===== config.mk =====
export PLATFORM = sky130hd
export DESIGN_NAME = pong_game_ctrl
export DESIGN_NICKNAME = d
export VERILOG_FILES = /design/src/rtl/pong_pkg.sv /design/src/rtl/pong_timer.sv /design/src/rtl/pong_game_ctrl.sv
export SDC_FILE = /design/constraint.sdc
export NUM_CORES = 1
export LEC_CHECK = 0
export ABC_AREA = 0
export BUFFER_PORTS_ARGS = -buffer_cell sky130_fd_sc_hd__buf_2
export CORE_AREA = 2 2 52 58
export DETAILED_ROUTE_END_ITERATION = 16
export DIE_AREA = 0 0 54 60
export HOLD_SLACK_MARGIN = 0.08
export PLACE_DENSITY_LB_ADDON = 0.12
export SYNTH_ARGS = -nofsm -noshare
export SYNTH_HDL_FRONTEND = slang
export SYNTH_HIERARCHICAL = 1
export SYNTH_SLANG_ARGS = --single-unit

===== constraint.sdc =====
create_clock -name clk -period 2.5 [get_ports clk]
set_input_delay 0.5 -clock clk [delete_from_list [all_inputs] [get_ports clk]]
set_output_delay 0.5 -clock clk [all_outputs]
set_load 0.005 [all_outputs]

===== src/rtl/pong_pkg.sv =====
// pong_pkg: shared FSM encoding, parameter defaults and frame-tick coordinates
package pong_pkg;
  typedef enum logic [1:0] {NEWGAME, PLAY, NEWBALL, OVER} state_t;
  localparam int WIN_SCORE_DEF = 5;
  localparam int BALL_WAIT_DEF = 120;
  localparam int TICK_Y = 481;
  localparam int TICK_X = 0;
endpackage


===== src/rtl/pong_timer.sv =====
// pong_timer: frame-tick down-counter (ports: clk, reset, load, tick in; done out), saturates at 0
module pong_timer #(
  parameter int TICKS = 120
) (
  input  logic clk,
  input  logic reset,
  input  logic load,
  input  logic tick,
  output logic done
);
  localparam int W = $clog2(TICKS + 1);
  logic [W-1:0] cnt;
  always_ff @(posedge clk)
    if (reset) cnt <= '0;
    else if (load) cnt <= W'(TICKS);
    else if (tick && cnt != '0) cnt <= cnt - W'(1);
  assign done = cnt == '0;
endmodule


===== src/rtl/pong_game_ctrl.sv =====
// pong_game_ctrl: pong scoring FSM (in: clk, reset, btn, x, y, hit, miss; out: gra_still, p1_score, p2_score, game_over, winner)
module pong_game_ctrl
  import pong_pkg::*;
#(
  parameter int WIN_SCORE       = WIN_SCORE_DEF,
  parameter int BALL_WAIT_TICKS = BALL_WAIT_DEF
) (
  input  logic       clk,
  input  logic       reset,
  input  logic [3:0] btn,
  input  logic [9:0] x,
  input  logic [9:0] y,
  input  logic [1:0] hit,
  input  logic       miss,
  output logic       gra_still,
  output logic [3:0] p1_score,
  output logic [3:0] p2_score,
  output logic       game_over,
  output logic [1:0] winner
);
  localparam logic [3:0] WIN = 4'(WIN_SCORE);
  state_t state, state_nx;
  logic tick, done, load, p1_up, p2_up, win_now;
  logic [3:0] p1_nx, p2_nx;
  assign tick = y == 10'(TICK_Y) && x == 10'(TICK_X);
  pong_timer #(.TICKS(BALL_WAIT_TICKS)) u_timer (
    .clk  (clk),
    .reset(reset),
    .load (load),
    .tick (tick),
    .done (done)
  );
  always_comb begin
    p1_up   = hit == 2'b10 && p1_score < WIN;
    p2_up   = hit == 2'b01 && p2_score < WIN && !p1_up;
    p1_nx   = p1_score + {3'b0, p1_up};
    p2_nx   = p2_score + {3'b0, p2_up};
    win_now = (p1_up && p1_nx == WIN) || (p2_up && p2_nx == WIN);
    load    = state == PLAY && miss;
    state_nx = state;
    case (state)
      NEWGAME: state_nx = btn != '0 ? PLAY : NEWGAME;
      PLAY:    state_nx = !miss ? PLAY : win_now ? OVER : NEWBALL;
      NEWBALL: state_nx = done ? PLAY : NEWBALL;
      OVER:    state_nx = done ? NEWGAME : OVER;
      default: state_nx = NEWGAME;
    endcase
  end
  always_ff @(posedge clk)
    if (reset) begin
      state     <= NEWGAME;
      gra_still <= 1'b1;
      p1_score  <= '0;
      p2_score  <= '0;
      game_over <= 1'b0;
      winner    <= '0;
    end else begin
      state     <= state_nx;
      gra_still <= state_nx != PLAY;
      game_over <= state_nx == OVER;
      if (state_nx == NEWGAME) begin
        p1_score <= '0;
        p2_score <= '0;
        winner   <= '0;
      end else if (load) begin
        p1_score <= p1_nx;
        p2_score <= p2_nx;
        if (win_now) winner <= p1_up ? 2'b01 : 2'b10;
      end
    end
endmodule


==> summary.txt <==
Pwr
  • Clock group share of total power: 0.260
  • Maximum VDD drop: 0.356 mV
  • Share of power burned in registers: 0.581
  • Switching power: 0.162 mW
  • Static Leak: 0.600 nW
  • Switching share of power: 0.263
  • Int Power: 0.454 mW
  • Power per Cell Area: 440 mW/mm²
  • Comb power frac: 0.158

STA
  • Fmax: 0.451 GHz
  • Actual slew at the worst max-slew pin: 0.568 ns
  • PnR worst setup slack: 0.284 ns
  • # setup viols final: 0
  • Endpoints failing hold: 0
  • Slew margin rel.: 0.619
  • Unrepaired setup endpoints after global routing: false
  • Setup TNS: 0 ns
  • Clk_skew: 0.00359 ns
  • Final worst path period share: 0.887
  • Slew Limit Fails: 0
  • Tmin final: 2.22 ns

Synthesis
  • Syn Area/Cell: 8.63 µm²
  • Synth Register Bits: 21
  • Cell variety after synth: 37
  • Post-synth top cells: dfxtp_1 (21), nand2_1 (14), a21oi_1 (11), nor2_1 (11), xor2_1 (7)
  • Yosys warns: 6
  • Compound-gate portion of the synthesized area: 0.161
  • Yosys top cell by area: dfxtp_1
  • Post-synth top area share: 0.366
  • Mux cell area share after synthesis: 0
  • Post-Synth Adder-Cell Area: 0.0654
  • Top_reg_cell synth: dfxtp_1
  • Fraction of registers with async set/reset: 0
  • Largest family of logic cells by synthesized area: simple AND/OR/NAND/NOR gates
  • Synth area leaders: dfxtp_1 (37%), ha_1 (6.5%), xor2_1 (5.3%), a21oi_1 (4.8%), nand2_1 (4.6%)
  • Post-Synth XOR/XNOR Area: 0.0840
  • Post-synthesis cell area: 0.00115 mm²
  • Syn Inst Count: 133
  • Post-synth EDFFs: 0
  • Simple-gate share of the synthesized area: 0.296
  • Post-synthesis net count: 168
  • Count leader, synth: dfxtp_1
  • Post-synthesis sequential area ratio: 0.366

Clocking
  • Worst-skew pair later-pin latency: 0.29 ns
  • Cts repair resizes: 0
  • Cts hold-fix bufs: 0
  • Number of CTS-inserted buffers: 3
  • CTS tree: yes
  • Setup bufs post-CTS: 0
  • Clk sinks: 21
  • Clk buf depth: 2
  • Htree depth: 1
  • Clock Pin Slew Worst Setup and Hold Paths: 0.11 ns
  • Clock root cell: clkbuf_4

Route
  • DR iter-0 viols: 14
  • Antenna Nets Post-Route: 0
  • Drt via density: 5.32
  • Routed WL: 2.44 mm
  • TritonRoute pass-1 iters: 5
  • Drt drc: 0
  • Vias after detailed routing: 1107
  • Post-DR wirelength/cell: 11.8 µm

Floorplan
  • Initial Utilization: 0.425
  • Core ar.: 0.00270 mm²
  • Ports: 41
  • Die width: 54 µm
  • Die area: 0.00324 mm²
  • Row count: 20
  • DIE HEIGHT: 60 µm

Worst setup path
  • WP data required: 2.73 ns
  • Startpoint Class: flip-flop
  • Setup CP Type: reg -> reg
  • Max FO, Critical Path: 3
  • CP endpoint kind: flip-flop
  • CP Data Arrival Time: 2.45 ns

Cells and area
  • Layout area overhead: 22.2%
  • Share of cells above drive strength 1: 0.291
  • Nets: 211
  • Filler cells: 265
  • ANT cells: 0

Global routing
  • All-Layer GR Usage: 0.169
  • GRT overflow: 0
  • Initial antenna violation count: 0
  • Pin count of the biggest net entering global routing: 19
  • Global-route wire length before repair: 4.10 mm
  • Number of global-route vias before repair: 983

Placed design
  • DP Wirelength: 1.92 mm
  • Worst slack, placed: 0.0379 ns
  • GPL Wtd Cong: 0.838
  • PortBufs: 40

Status
  • Status: finished, final reports clean

Job
  • MaxCap Viol Count: 0

Min path
  • Tightest Hold Check Type: in -> reg
[kinds of logic (layout without fill, tap and decap cells)]
kind of cell	Yosys count	in the layout
DFF	21	21
AOI/OAI and AO/OA	28	28
and+or+nand+nor	60	60
adders and majority gates	6	6
xor gates and xnor gates	11	11
buffers and inverters	7	49
[per-stage QoR]
| step | cell area (µm²) | util | hold WS [ns] | total power [mW] | std cells |
|---|---|---|---|---|---|
| final | 1400 | 0.519 | 0.499 | 0.617 | 208 |
| after global routing | 1400 | 0.519 | 0.492 | 0.652 | 208 |
| after CTS | 1400 | 0.519 | 0.500 | 0.623 | 208 |
| after detailed placement | 1380 | 0.509 | 0.489 | 0.464 | 204 |
| after global placement | 1380 | 0.509 | 0.483 | 0.461 | 204 |
| after floorplan | 1150 | - | 0.466 | 0.426 | 133 |
[area by class of cell]
class,instances,area [µm²],area share
Clock buffer,4,26.3,0.0187
Sequential cell,21,420,0.300
Tap cell,33,41.3,0.0294
Multi-Input combinational cell,105,696,0.496
Timing Repair Buffer,40,200,0.143
Inverter,5,18.8,0.0134
[cells in the final DEF (no fill, tap or decap), drive strengths merged, types with 2 or more instances in the layout]
master / n
nand2: 14
nand4: 2
a21bo: 2
buf: 40
nor3: 5
nor4: 3
inv: 5
nor2b: 4
ha: 6
or3b: 2
xnor2: 4
clkbuf: 4
dfxtp: 21
nor4b: 2
a31oi: 2
nand3: 4
nand2b: 4
a21oi: 11
o21ai: 6
o211ai: 2
or4: 2
xor2: 7
and4: 2
nor2: 11
[worst max-delay path: stages, from the launching register on]
cell,delay [ns]
dfxtp_1,0.34
or3b_1,0.41
and2b_1,0.26
ha_1,0.18
ha_1,0.19
xnor2_1,0.17
nor2_1,0.09
or3b_1,0.35
a31oi_1,0.16
[final timing paths]
check | endpoint | slack [ns] | start | depth (start not counted)
min | u_timer/cnt[1] | 0.50 | reset | 2
max | winner[1] | 0.28 | p1_score[3] | 8
min reg2reg | p1_score[0] | 0.50 | p1_score[0] | 2
max reg2reg | winner[1] | 0.28 | p1_score[3] | 8
[sequential cells by signal, summed over array words and instances (netlist names)]
| register | count |
|---|---|
| state | 2 |
| p2_score | 4 |
| game_over | 1 |
| u_timer/cnt | 7 |
| p1_score | 4 |
| gra_still | 1 |
| winner | 2 |
[power groups by stage]
stage	sequential [mW]	clock [mW]	combinational, mW
4_1_cts	0.358	0.167	0.0981
6_report	0.359	0.160	0.0976
5_1_grt	0.361	0.179	0.112
2_1_floorplan	0.364	0	0.0618
3_3_place_gp	0.366	0	0.0950
3_5_place_dp	0.366	0	0.0978
[layer usage]
metal / vias to the layer above / GRT usage / share of wire
met5: - / 0 / 0
met4: 0 / 0.0536 / 0.0086
met3: 2 / 0.0375 / 0.050
met2: 31 / 0.291 / 0.48
met1: 509 / 0.206 / 0.46
li1: 565 / - / -
Power figures use the tool's default switching activity.
